$ cat src/rtl/serial_tx_arbiter.sv
// Round-robin arbiter sharing one serial transmitter among four requesters.
// Launches a one-cycle start with the winner's payload, then blocks for the frame window.
`timescale 1ns/1ps
module serial_tx_arbiter #(
  parameter int GAP_CYCLES = 10
) (
  input  logic        i_clk,
  input  logic        i_rstn,
  input  logic        i_en,
  input  logic [3:0]  i_req,
  input  logic [27:0] i_req_data,
  output logic        o_tx_start,
  output logic [6:0]  o_tx_data,
  output logic [3:0]  o_ack,
  output logic [1:0]  o_owner,
  output logic        o_busy
);

  typedef enum logic {S_IDLE, S_WAIT} state_t;

  state_t     r_state, w_state_nxt;
  logic [7:0] r_cnt, w_cnt_nxt;
  logic [1:0] r_ptr, w_ptr_nxt;
  logic [1:0] w_win;
  logic       w_hit;
  logic [6:0] w_slot [4];
  logic       w_start_nxt, w_busy_nxt;
  logic [3:0] w_ack_nxt;
  logic [6:0] w_data_nxt;
  logic [1:0] w_owner_nxt;

  always_comb begin
    for (int i = 0; i < 4; i++) w_slot[i] = i_req_data[7*i +: 7];
  end

  // Search ptr+1 .. ptr+4; iterating downward lets the nearest candidate win.
  always_comb begin
    logic [1:0] idx;
    w_hit = 1'b0;
    w_win = r_ptr;
    for (int k = 4; k >= 1; k--) begin
      idx = r_ptr + 2'(k);
      if (i_req[idx]) begin
        w_hit = 1'b1;
        w_win = idx;
      end
    end
  end

  always_comb begin
    w_state_nxt = r_state;
    w_cnt_nxt   = r_cnt;
    w_ptr_nxt   = r_ptr;
    w_start_nxt = 1'b0;
    w_ack_nxt   = 4'b0000;
    w_data_nxt  = o_tx_data;
    w_owner_nxt = o_owner;
    w_busy_nxt  = o_busy;
    case (r_state)
      S_IDLE: begin
        w_busy_nxt = 1'b0;
        if (i_en && w_hit) begin
          w_start_nxt = 1'b1;
          w_ack_nxt   = 4'b0001 << w_win;
          w_data_nxt  = w_slot[w_win];
          w_owner_nxt = w_win;
          w_ptr_nxt   = w_win;
          w_cnt_nxt   = 8'(GAP_CYCLES - 1);
          w_state_nxt = S_WAIT;
          w_busy_nxt  = 1'b1;
        end
      end
      S_WAIT: begin
        w_busy_nxt = 1'b1;
        if (r_cnt == 8'd0) begin
          w_state_nxt = S_IDLE;
          w_busy_nxt  = 1'b0;
        end else begin
          w_cnt_nxt = r_cnt - 8'd1;
        end
      end
      default: w_state_nxt = S_IDLE;
    endcase
  end

  // Pointer resets to 3 so requester 0 has first priority.
  always_ff @(posedge i_clk or negedge i_rstn) begin
    if (!i_rstn) begin
      r_state    <= S_IDLE;
      r_cnt      <= 8'd0;
      r_ptr      <= 2'd3;
      o_tx_start <= 1'b0;
      o_tx_data  <= 7'd0;
      o_ack      <= 4'd0;
      o_owner    <= 2'd0;
      o_busy     <= 1'b0;
    end else begin
      r_state    <= w_state_nxt;
      r_cnt      <= w_cnt_nxt;
      r_ptr      <= w_ptr_nxt;
      o_tx_start <= w_start_nxt;
      o_tx_data  <= w_data_nxt;
      o_ack      <= w_ack_nxt;
      o_owner    <= w_owner_nxt;
      o_busy     <= w_busy_nxt;
    end
  end

endmodule

$ cat config.mk
export PLATFORM = sky130hd
export DESIGN_NAME = serial_tx_arbiter
export DESIGN_NICKNAME = d
export VERILOG_FILES = /design/src/rtl/serial_tx_arbiter.sv
export SDC_FILE = /design/constraint.sdc
export NUM_CORES = 1
export LEC_CHECK = 0
export ABC_AREA = 1
export BUFFER_PORTS_ARGS = -buffer_cell sky130_fd_sc_hd__buf_2
export CAP_MARGIN = 25
export CORE_UTILIZATION = 50
export CTS_CLUSTER_DIAMETER = 30
export CTS_CLUSTER_SIZE = 24
export DETAILED_ROUTE_END_ITERATION = 8
export GPL_TIMING_DRIVEN = 1
export PLACE_DENSITY = 0.84
export SYNTH_ARGS = -nofsm -noshare
export SYNTH_HDL_FRONTEND = slang
export SYNTH_SLANG_ARGS = --single-unit
$ cat constraint.sdc
create_clock -name i_clk -period 1.9 [get_ports i_clk]
set_input_delay 0.38 -clock i_clk [delete_from_list [all_inputs] [get_ports i_clk]]
set_output_delay 0.38 -clock i_clk [all_outputs]
set_load 0.02 [all_outputs]
# Yosys cells after proc, flatten, opt, wreduce, memory -nomap -nowiden
# Index checks and enable logic that the tools add are counted.
# W data, S select, Z words.
[word_totals] output_inout_bits=15 regBits=25 inputBits=35 wordCells=52
[classes] bitwise=2 n_lt_le_gt_ge=5 reduce_logical=4 shifts=1 eq_ne=2 addsub=4 n_mux=27
[ops] cell="$mux W8" count=2
[ops] cell="$pmux W8 S2" count=1
[ops] cell="$bmux W7 S2" count=1
[ops] cell="$mux W7" count=2
[ops] cell="$lt A2 B3 Y1 const B" count=4
[ops] cell="$mux W1" count=11
[ops] cell="$bmux W1 S2" count=4
[ops] cell="$logic_not A8 Y1" count=1
[ops] cell="$mux W4" count=2
[ops] cell="$sub A8 B1 Y8 const B" count=1
[ops] cell="$mux W2" count=3
[ops] cell="$add A2 B2 Y2 const B" count=2
[ops] cell="$ne A2 B2 Y1 const B" count=2
[ops] cell="$reduce_and A2 Y1" count=2
[ops] cell="$shl A1 B2 Y4 const A" count=1
[ops] cell="$ge A3 B3 Y1 const B" count=1
[ops] cell="$not A2 Y3" count=1
[ops] cell="$add A2 B1 Y2 const B" count=1
[ops] cell="$pmux W1 S2" count=1
[ops] cell="$logic_and A1 B1 Y1" count=1
[ops] cell="$not A1 Y1" count=1

# Depth between registers and ports, before layout
# Gate-level depths: netlist of the first run.
[depth] word_depth=10 depth_mapped=15 mapped_depth_nobuf=14

# Worst setup path before layout of the first run
# No wires, ideal clock.
[synth_path] kind="register -> register" startpoint="register r_ptr[0]" endpoint="register o_tx_data[4]" arrival_time_ns=1.559 setup_time_ns=0.116 period_less_slack_ns=1.675 slack_ns=0.225 path_buffers=2 required_ns=1.784 stages_incl_launch_ff=16 cell_sequence="dfstp_2 > buf_6 > inv_6 > nand2_2 > nand2_2 > nand2_2 > nand2_2 > nand2_4 > nand2_4 > nand2_4 > buf_8 > nand3_1 > nand3_1 > nand2_1 > nand2_1 > nand2_1"
[synth_between] elab_chain_cells=10 word_cells_on_any_way=24 cone_classes="add/sub: 3; mux: 18; bitwise: 1; reduce/logical: 2"
[synth_rtl] item="start: declaration" line_no="23" text="logic [1:0] r_ptr, w_ptr_nxt;"
[synth_rtl] item="start signal: assignment" line_no="100" text="r_ptr <= w_ptr_nxt;"
[synth_rtl] item="$add A2 B2 Y2" line_no="42" text="idx = r_ptr + 2'(k);"
[synth_rtl] item="$bmux W1 S2" line_no="43" text="if (i_req[idx]) begin"
[synth_rtl] item="$mux W1 (implied by the code)" line_no="43"
[synth_rtl] item="$mux W2 (3 in series)" line_no="43"
[synth_rtl] item="$not A2 Y3 (implied by the code)" line_no="65" text="w_data_nxt = w_slot[w_win];"
[synth_rtl] item="$bmux W7 S2" line_no="65"
[synth_rtl] item="$mux W7 (implied by the code) (2 in series)" line_no="65"
[synth_rtl] item="end signal: assignment" line_no="102" text="o_tx_data <= w_data_nxt;"
[synth_rtl] item="end: declaration" line_no="13" text="output logic [6:0] o_tx_data,"
# Several ways; a longest one is shown, not always the timed one. The select of a mux whose other input is x is not followed.
# A chain may end at the register's enable or synchronous reset.

# Worst setup path after layout of the first run
[layout_path] startpoint="register r_ptr[0]" endpoint="register o_tx_data[1]"
# Same word-level chain as after synthesis.

==> out/qor.csv, run 1 <==
metric,value,unit
Comb pwr share,20.4,%
core box area,0.003103,mm2
Pre-antenna DRT Iters,4,
critical-path cell list,buf_12 -> inv_16 -> nand2_4 -> nand3_2 -> nand2_2 -> inv_4 -> nand2_8 -> nand2_8 -> nand2_2 -> nand3_1 -> nand3_1 -> nand2_1 -> nand2_1 -> nand2_1,
Final nets,334,
"Cell Area, Placed",0.001964,mm2
setup TNS,-0.1180,ns
actual slew at the worst max-slew pin,0.5328,ns
Clk pwr share,24.4,%
vias in the first global route,1468,
initial antenna violation count,0,
count of pins over their slew limit,0,
relative slew slack,64.48,%
placed instance count,324,
WP data arrival,2.18,ns
Worst path max stage delay,0.62,ns
CTS Sinks,25,
RSZ-0062 raised after global routing,yes,
Die Ht,59.71,um
Avg Synthesized Cell Area,7.241,um2
DR DRC count,0,
DIE AREA,0.003565,mm2
GRT Overall Usage,21.89,%
fmax,0.5141,GHz
share of Yosys cell area claimed by the top area cell type,34.56,%
Yosys reg bits,25,
worst vdd ir,0.0003884,V
Max-Cap Viols,0,
post-synthesis cell count,230,
CTS tree,built,
DRT Wirelength,4.519,mm
share of layout cells above drive strength 1,43.24,%
startpoint types,register,
critical path's slowest cell,dfstp_2,
H-Tree Level Count,1,
GP Congestion,0.8837,
# fillers,233,
first-pass GRT wire length,5.892,mm
routed vias,1779,
pin count of the biggest net entering global routing,26,
setup ws final,-0.04503,ns
Vias per Instance,5.232,
synth warn,0,
Pint,0.0006902,W
Post-DRT Antenna Nets,0,
Sw Share,28.50,%
synthesized area,0.001665,mm2
Worst Setup Path Type,reg2reg,
initial core utilization,53.67,%
hold slack,0.009554,ns
crit-path max FO,7,
Leak,1.391,nW
area grow syn2layout,41.85,%
Root Buffer,clkbuf_4,
later-pin clock latency in the skew report,0.32,ns
post-route cell area,0.002362,mm2
First DRT Iteration DRCs,95,
"Top FF cell, synth",dfrtp_1,
Flop pwr share,55.1,%
sequential element share of the synthesized area,37.72,%
worst path required time,2.14,ns
Power Dens Cells,408.7,mW/mm2
Overflow after GRT,0,
Tightest Hold Check Type,in2async,
Syn Nets,267,
Async SR Flop Fraction,100.0,%
Std-Cell Rows,20,
setup violators final,6,
number of synthesized flops with an enable pin,0,
Final Hold Fails,0,
outcome,"complete, but fails checks",
crit end category,register,
Commonest cells post-synth,"nand2_1 (63), inv_1 (43), nand3_1 (38), dfrtp_1 (23), nand2_2 (10)",
area of the multi-input gates,0.001046,mm2
Clock Skew,0.01542,ns
WL/cell,13.29,um
fin cells,340,
largest cells by area after synthesis,"dfrtp_1 (35%), nand2_1 (14%), nand3_1 (11%)",
Yosys cell types,28,
"most used cell, CP",nand2_1,
Hold Buf Count CTS,0,
Sequential cell area,628.1,um2
Synth area leader,dfrtp_1,
failing checks,setup timing,
Die W,59.71,um
Detail Placement HPWL,2.780,mm
CTS Buf Count,3,
I/O Pins,50,
pre-CTS setup slack,0.02675,ns
minimum clock period,1.945,ns
antenna cells,0,
port bufs,49,
Final period util,102.4,%
"count leader, synth",nand2_1,
"Clk pin slew, worst setup/hold paths",0.14,ns
buffer depth of the longest clock path,2,
NetSw,0.0002752,W
-- worst paths after layout --
kind	cells after the start	from	slack [ns]	end
max	14	r_ptr[0]	-0.05	o_tx_data[1]
min in group i_clk	7	i_req_data[0]	0.44	o_tx_data[0]
max in group asynchronous	1	i_rstn	1.52	o_tx_data[3]
max reg2reg	14	r_ptr[0]	-0.05	o_tx_data[1]
min	1	i_rstn	0.01	r_state
min reg2reg	2	o_tx_data[6]	0.50	o_tx_data[6]
-- what timing repair did --
| action | CTS | global route |
|---|---|---|
| cloned | 0 | 2 |
| setup endpoints to repair | 2 | 10 |
| resized for setup | 1 | 62 |
| setup buffers | 4 | 6 |
| pin swaps | 0 | 18 |
-- power groups by stage --
stage	Combinational, W	Clock [W]	Sequential (W)
3_5_place_dp	0.000146	0	0.000542
5_1_grt	0.000214	0.000261	0.000533
4_1_cts	0.000146	0.000238	0.000532
6_report	0.000197	0.000236	0.000532
2_1_floorplan	0.0000893	0	0.000542
3_3_place_gp	0.000144	0	0.000542
-- cell usage in the layout (no fill, tap or decap), drive strengths merged --
cell type	count
nor3	1
dfrtp	23
nor2	6
nand4	1
xor2	4
clkbuf	3
clkinv	1
a21oi	1
xnor2	1
ha	2
inv	47
o22ai	4
o21ai	8
buf	66
nand3	47
a41oi	1
nand2	77
nor4	1
dfstp	2
-- state kept, by name, indices dropped and copies added (netlist names) --
name	flops
o_tx_start	1
o_ack	4
o_tx_data	7
r_state	1
o_owner	2
r_ptr	2
r_cnt	8
-- through the flow --
stage                     power (W)  utilization (%)
after floorplan           0.0006317                -
after global placement    0.0006865            63.31
after detailed placement  0.0006883            63.31
after CTS                 0.0009170            65.48
after global routing       0.001008            76.13
final                     0.0009654            76.13
-- final cells by class --
cell class	count	area share [%]
sequential	25	26.59
multi-input combinational	154	44.28
timing repair buffer	66	17.27
inverter	47	8.369
clock buffer	3	0.9534
clock inverter	1	0.2119
tap	44	2.331
-- layer usage --
metal / up-vias / GRT usage, % / part of all wire, %
li1: 852 / - / -
met1: 845 / 26.84 / 40
met2: 74 / 39.52 / 53
met3: 8 / 4.762 / 5.7
met4: 0 / 3.987 / 1.5
met5: - / 0 / 0
-- worst max-delay path: cells and delay by family, from the launching register on --
family	cells	cell delay, ns
buf+inv	3	0.23
flops	1	0.62
simple gates	11	1.00
-- cell families after synthesis --
family | after synthesis | share of synthesized area, %
xor gates and xnor gates | 5 | 2.629
buffers and inverters | 53 | 14.12
and+or+nand+nor | 131 | 39.07
adders and majority gates | 2 | 1.502
AOI/OAI and AO/OA | 14 | 4.958
DFF | 25 | 37.72
No activity file was read; power rests on OpenSTA's default activity.
==> inputs of run 2 (changes only) <==
- CTS_CLUSTER_SIZE: 24 -> 8
- SKIP_CTS_REPAIR_TIMING: default -> 1
- clock period: 1.9 -> 2.4 ns (I/O delays scaled with it)
==> run 2 against run 1 <==
Effect of this change: the run now ends clean; hold slack improved by 0.11 ns; via count shrank 11%; wire length down 22%; total power fell by 26%; non-clock buffer count decreased by 15; sequential power fell by 21%; final cell count decreased by 5.0%; maximum frequency down 4.0%; core utilization shrank 13 points; first-iteration DRC count up 7.4%; sequential share of layout area is 5.5 points higher; critical endpoint is now o_tx_data[2]; largest cell class unchanged.
==> out/qor.csv, run 2 (synthesized netlist as in run 1, its figures left out) <==
metric,value,unit,change
outcome,finished clean,,"was complete, but fails checks"
later-pin clock latency in the skew report,0.31,ns,was 0.32 ns
Tightest Hold Check Type,in2async,,unchanged
worst path required time,2.61,ns,was 2.14 ns
CTS tree,built,,unchanged
CTS Sinks,25,,unchanged
DIE AREA,0.003565,mm2,unchanged
fin cells,323,,was 340
H-Tree Level Count,1,,unchanged
core box area,0.003103,mm2,unchanged
# fillers,284,,was 233
most frequent cells in the layout,"nand2_1 (63), buf_2 (49), inv_1 (43)",,"was buf_2 (49), nand2_1 (47), inv_1 (42)"
crit end category,register,,unchanged
minimum clock period,2.026,ns,was 1.945 ns
Final Hold Fails,0,,unchanged
relative slew slack,65.44,%,was 64.48%
WP data arrival,2.24,ns,was 2.18 ns
DRT Wirelength,3.503,mm,was 4.519 mm
Root Buffer,clkbuf_4,,unchanged
worst vdd ir,0.0002613,V,was 0.0003884 V
vias in the first global route,1501,,was 1468
RSZ-0062 raised after global routing,no,,was yes
fmax,0.4936,GHz,was 0.5141 GHz
initial antenna violation count,0,,unchanged
GP Congestion,0.8419,,was 0.8837
pin count of the biggest net entering global routing,26,,unchanged
Clock Skew,0.005015,ns,was 0.01542 ns
count of pins over their slew limit,0,,unchanged
WL/cell,10.85,um,was 13.29 um
Worst Setup Path Type,reg2reg,,unchanged
share of layout cells above drive strength 1,29.75,%,was 43.24%
"commonest non-fill, non-tap cell in the layout",nand2_1,,was buf_2
Leak,1.212,nW,was 1.391 nW
Max-Cap Viols,0,,unchanged
CTS Buf Count,3,,unchanged
critical-path cell list,inv_6 -> nand2_2 -> nand2_1 -> nand2_1 -> nand2_1 -> inv_2 -> nand3_4 -> nand2_2 -> nand2_1 -> nand3_1 -> nand2_1 -> nand2_1 -> nand2_1,,was buf_12 -> inv_16 -> nand2_4 -> nand3_2 -> nand2_2 -> inv_4 -> nand2_8 -> nand2_8 -> nand2_2 -> nand3_1 -> nand3_1 -> nand2_1 -> nand2_1 -> nand2_1
"most used cell, CP",nand2_1,,unchanged
Final period util,84.42,%,was 102.4%
Detail Placement HPWL,2.649,mm,was 2.780 mm
routed vias,1590,,was 1779
hold slack,0.1191,ns,was 0.009554 ns
critical path's slowest cell,dfstp_2,,unchanged
I/O Pins,50,,unchanged
startpoint types,register,,unchanged
DR DRC count,0,,unchanged
"Clk pin slew, worst setup/hold paths",0.13,ns,was 0.14 ns
port bufs,49,,unchanged
First DRT Iteration DRCs,102,,was 95
Die W,59.71,um,unchanged
Vias per Instance,4.923,,was 5.232
first-pass GRT wire length,5.975,mm,was 5.892 mm
antenna cells,0,,unchanged
Largest register FFs,8,,unchanged
Worst path max stage delay,0.71,ns,was 0.62 ns
Final Util,62.98,%,was 76.13%
actual slew at the worst max-slew pin,0.5183,ns,was 0.5328 ns
crit-path max FO,16,,was 7
initial core utilization,53.67,%,unchanged
placed instance count,319,,was 324
Overflow after GRT,0,,unchanged
Power Dens Cells,366.8,mW/mm2,was 408.7 mW/mm2
setup violators final,0,,was 6
area grow syn2layout,17.36,%,was 41.85%
Final nets,317,,was 334
buffer depth of the longest clock path,2,,unchanged
Pre-antenna DRT Iters,4,,unchanged
GRT Overall Usage,21.88,%,was 21.89%
setup TNS,0,ns,was -0.1180 ns
biggest regs,"r_cnt (8), o_tx_data (7), o_ack (4)",,unchanged
Biggest register,r_cnt,,unchanged
Post-DRT Antenna Nets,0,,unchanged
Die Ht,59.71,um,unchanged
Std-Cell Rows,20,,unchanged
==> run 2: cell count changes in the layout (fill, tap and decap cells not counted), moves of 4 or more <==
cell     delta
nand2_8     -4
nand2_4    -11
nand3_1    +11
buf_4       -8
nand3_2    -10
nand2_1    +16
buf_6       -6
==> run 2: area by class of cell <==
| type | count | area, um2 | area share (%) |
|---|---|---|---|
| clock buffer | 3 | 22.52 | 1.152 |
| sequential | 25 | 628.1 | 32.14 |
| multi-input combinational | 152 | 802.0 | 41.04 |
| timing repair buffer | 51 | 260.3 | 13.32 |
| inverter | 47 | 181.4 | 9.283 |
| tap | 44 | 55.05 | 2.817 |
| clock inverter | 1 | 5.005 | 0.2561 |
==> run 2: path summary, 6_finish.rpt <==
path / cells after the start / start / end / slack, ns
worst max-delay path: 13 / r_ptr[0] / o_tx_data[2] / 0.37
worst min-delay path: 1 / i_rstn / o_owner[1] / 0.12
max in group asynchronous: 1 / i_rstn / r_ptr[0] / 1.91
min in group i_clk: 2 / o_tx_data[4] / o_tx_data[4] / 0.50
worst min register to register: 2 / o_tx_data[4] / o_tx_data[4] / 0.50
worst max register to register: 13 / r_ptr[0] / o_tx_data[2] / 0.37
==> run 2: worst max-delay path, delay by kind of cell, from the launching register on <==
family | cells | cell delay, ns
AND/OR/NAND/NOR | 11 | 1.03
flip-flops | 1 | 0.71
buffers and inverters | 2 | 0.20
==> run 2: per-stage QoR <==
step	area [um2]	total power (W)	worst slack, ns
2_1_floorplan	1665	0.0005001	0.7245
3_3_place_gp	1927	0.0005436	0.4707
3_5_place_dp	1927	0.0005442	0.4017
4_1_cts	1954	0.0007215	0.3796
5_1_grt	1954	0.0007597	0.1824
6_report	1954	0.0007169	0.3740
==> run 2: power by group <==
| part | leakage [nW] | switching (W) | internal, W | total, W |
|---|---|---|---|---|
| Combinational | 0.882 | 0.0000675 | 0.0000476 | 0.000115 |
| Sequential | 0.312 | 0 | 0.000421 | 0.000421 |
| Clock | 0.0177 | 0.000118 | 0.0000622 | 0.000180 |
| Total | 1.21 | 0.000186 | 0.000531 | 0.000717 |
==> run 2: layer usage <==
layer,vias to the layer above,GRT usage (%),wire (um)
li1,814,-,-
met1,728,27.07,1571
met2,46,39.52,1736
met3,2,5.195,187
met4,0,2.658,8
met5,-,0,0
==> inputs of run 3 (changes only) <==
- ABC_AREA: 1 -> 0
- CORE_UTILIZATION: 50 -> 44
- PLACE_DENSITY: 0.84 -> 0.81
- clock period: 2.4 -> 1.7 ns (I/O delays scaled with it)
==> run 3 against run 2 <==
Effect of this change: the flow now finishes with violations (hold timing, setup timing); highest routed layer unchanged; sequential power grew 63%; critical endpoint is now o_tx_data[0]; largest cell class unchanged; critical path type unchanged; register-to-register slack lost 0.60 ns; flip-flop and latch count is the same; final cell count shrank 19%.
==> out/qor.csv, run 3 <==
metric,value,unit,change
WL/cell,15.92,um,was 10.85 um
setup TNS,-2.612,ns,was 0 ns
Die W,58.59,um,was 59.71 um
minimum clock period,1.928,ns,was 2.026 ns
DR DRC count,0,,unchanged
vias in the first global route,1229,,was 1501
actual slew at the worst max-slew pin,0.5782,ns,was 0.5183 ns
port bufs,49,,unchanged
setup ws final,-0.2281,ns,was 0.3740 ns
startpoint types,register,,unchanged
Post-DRT Antenna Nets,0,,unchanged
synthesized area,0.001409,mm2,was 0.001665 mm2
Final Power,0.001401,W,was 0.0007169 W
Die Ht,58.59,um,was 59.71 um
Clock Skew,0.008215,ns,was 0.005015 ns
antenna cells,0,,unchanged
hold slack,-0.02758,ns,was 0.1191 ns
Leak,1.081,nW,was 1.212 nW
CTS tree,built,,unchanged
Yosys cell types,37,,was 28
initial core utilization,46.15,%,was 53.67%
"Cell Area, Placed",0.001851,mm2,was 0.001927 mm2
Detail Placement HPWL,2.727,mm,was 2.649 mm
later-pin clock latency in the skew report,0.33,ns,was 0.31 ns
sequential element share of the synthesized area,44.58,%,was 37.72%
initial antenna violation count,0,,unchanged
crit end category,register,,unchanged
"Clk pin slew, worst setup/hold paths",0.15,ns,was 0.13 ns
pin count of the biggest net entering global routing,26,,unchanged
Max-Cap Viols,0,,unchanged
post-synthesis cell count,141,,was 230
H-Tree Level Count,1,,unchanged
first-pass GRT wire length,5.623,mm,was 5.975 mm
buffer depth of the longest clock path,2,,unchanged
WP data arrival,2.18,ns,was 2.24 ns
synth warn,0,,unchanged
Overflow after GRT,0,,unchanged
"count leader, synth",dfrtp_1,,was nand2_1
setup violators final,18,,was 0
fmax,0.5187,GHz,was 0.4936 GHz
count of pins over their slew limit,0,,unchanged
core box area,0.003053,mm2,was 0.003103 mm2
routed vias,1428,,was 1590
largest cells by area after synthesis,"dfrtp_1 (41%), mux2i_1 (5.7%), o221a_2 (5.6%)",,"was dfrtp_1 (35%), nand2_1 (14%), nand3_1 (11%)"
Biggest register,r_cnt,,unchanged
Power Dens Cells,660.6,mW/mm2,was 366.8 mW/mm2
GP Congestion,0.8426,,was 0.8419
Final period util,113.4,%,was 84.42%
Final nets,257,,was 317
share of layout cells above drive strength 1,59.36,%,was 29.75%
most frequent cells in the layout,"buf_2 (50), dfrtp_1 (23), buf_4 (22)",,"was nand2_1 (63), buf_2 (49), inv_1 (43)"
number of synthesized flops with an enable pin,0,,unchanged
failing checks,"hold timing, setup timing",,
area grow syn2layout,50.53,%,was 17.36%
CTS Sinks,25,,unchanged
Async SR Flop Fraction,100.0,%,unchanged
Synth area leader,dfrtp_1,,unchanged
"Top FF cell, synth",dfrtp_1,,unchanged
GRT Overall Usage,21.85,%,was 21.88%
Largest register FFs,8,,unchanged
relative slew slack,61.41,%,was 65.44%
pre-CTS setup slack,-0.2834,ns,was 0.4017 ns
Syn Nets,178,,was 267
post-route cell area,0.002121,mm2,was 0.001954 mm2
worst vdd ir,0.0003251,V,was 0.0002613 V
share of Yosys cell area claimed by the top area cell type,40.85,%,was 34.56%
biggest regs,"r_cnt (8), o_tx_data (7), o_ack (4)",,unchanged
Worst Setup Path Type,reg2reg,,unchanged
RSZ-0062 raised after global routing,yes,,was no
Yosys reg bits,25,,unchanged
Pre-antenna DRT Iters,4,,unchanged
outcome,"complete, but fails checks",,was finished clean
DRT Wirelength,4.186,mm,was 3.503 mm
Final Hold Fails,23,,was 0
DIE AREA,0.003432,mm2,was 0.003565 mm2
Avg Synthesized Cell Area,9.992,um2,was 7.241 um2
Tightest Hold Check Type,in2async,,unchanged
"commonest non-fill, non-tap cell in the layout",buf_2,,was nand2_1
Commonest cells post-synth,"dfrtp_1 (23), nor2_1 (16), inv_1 (14), nand2_1 (14)",,"was nand2_1 (63), inv_1 (43), nand3_1 (38), dfrtp_1 (23), nand2_2 (10)"
Std-Cell Rows,20,,unchanged
I/O Pins,50,,unchanged
worst path required time,1.96,ns,was 2.61 ns
crit-path max FO,6,,was 16
Vias per Instance,5.430,,was 4.923
Root Buffer,clkbuf_4,,unchanged
CTS Buf Count,3,,unchanged
First DRT Iteration DRCs,63,,was 102
==> run 3: layer usage <==
metal | global-route usage (%) | share of wire, % | up-vias
li1 | - | - | 655
met1 | 29.73 | 41 | 708
met2 | 37.44 | 54 | 57
met3 | 1.319 | 3.6 | 8
met4 | 7.143 | 1.6 | 0
met5 | 0 | 0 | -
==> run 3: power breakdown <==
group | leakage [nW] | total (W) | internal [W] | switching, W
clock | 0.0177 | 0.000283 | 0.0000883 | 0.000195
combinational | 0.762 | 0.000433 | 0.000218 | 0.000215
sequential | 0.300 | 0.000685 | 0.000644 | 0.0000410
total | 1.08 | 0.00140 | 0.000951 | 0.000450
==> run 3: area by class of cell <==
class | count | area, um2
clock buffer | 3 | 22.52
sequential | 25 | 628.1
clock inverter | 1 | 5.005
timing repair buffer | 79 | 516.7
tap | 44 | 55.05
fill | 242 | 932.1
multi-input combinational | 96 | 829.5
inverter | 15 | 63.81
==> run 3: kinds of logic (layout without fill, tap and decap cells) <==
kind of cell    after synthesis  in the layout  synth area share, %
xor+xnor                      1              1               0.6218
flops                        25             25                44.58
simple gates                 49             49                18.30
mux                           8              8                5.684
fa+ha+maj                     2              2                1.776
buf+inv                      20             98                8.525
compound gates               36             36                20.52
==> run 3: worst max-delay path, cell delays in order (launching register included) <==
cell       delay (ns)
dfstp_2          0.58
buf_6            0.09
or3b_4           0.41
inv_8            0.07
a211oi_4         0.05
clkbuf_16        0.18
o221a_2          0.27
a211oi_2         0.21
==> run 3: path summary, 6_finish.rpt <==
kind,from,cells past startpoint,to,slack (ns)
max reg2reg,r_ptr[0],7,o_tx_data[0],-0.23
max in group asynchronous,i_rstn,1,r_ptr[0],1.35
min in group i_clk,i_req_data[16],3,o_tx_data[2],0.35
min,i_rstn,1,o_tx_data[0],-0.03
max,r_ptr[0],7,o_tx_data[0],-0.23
min reg2reg,o_owner[1],2,o_owner[1],0.54
==> run 3: stage by stage <==
step	util, %	hold slack [ns]	std cells
2_1_floorplan	-	0.04441	141
3_3_place_gp	60.45	0.3637	251
3_5_place_dp	60.61	0.3596	252
4_1_cts	61.52	-0.005547	256
5_1_grt	69.47	0.006326	263
6_report	69.47	-0.02758	263
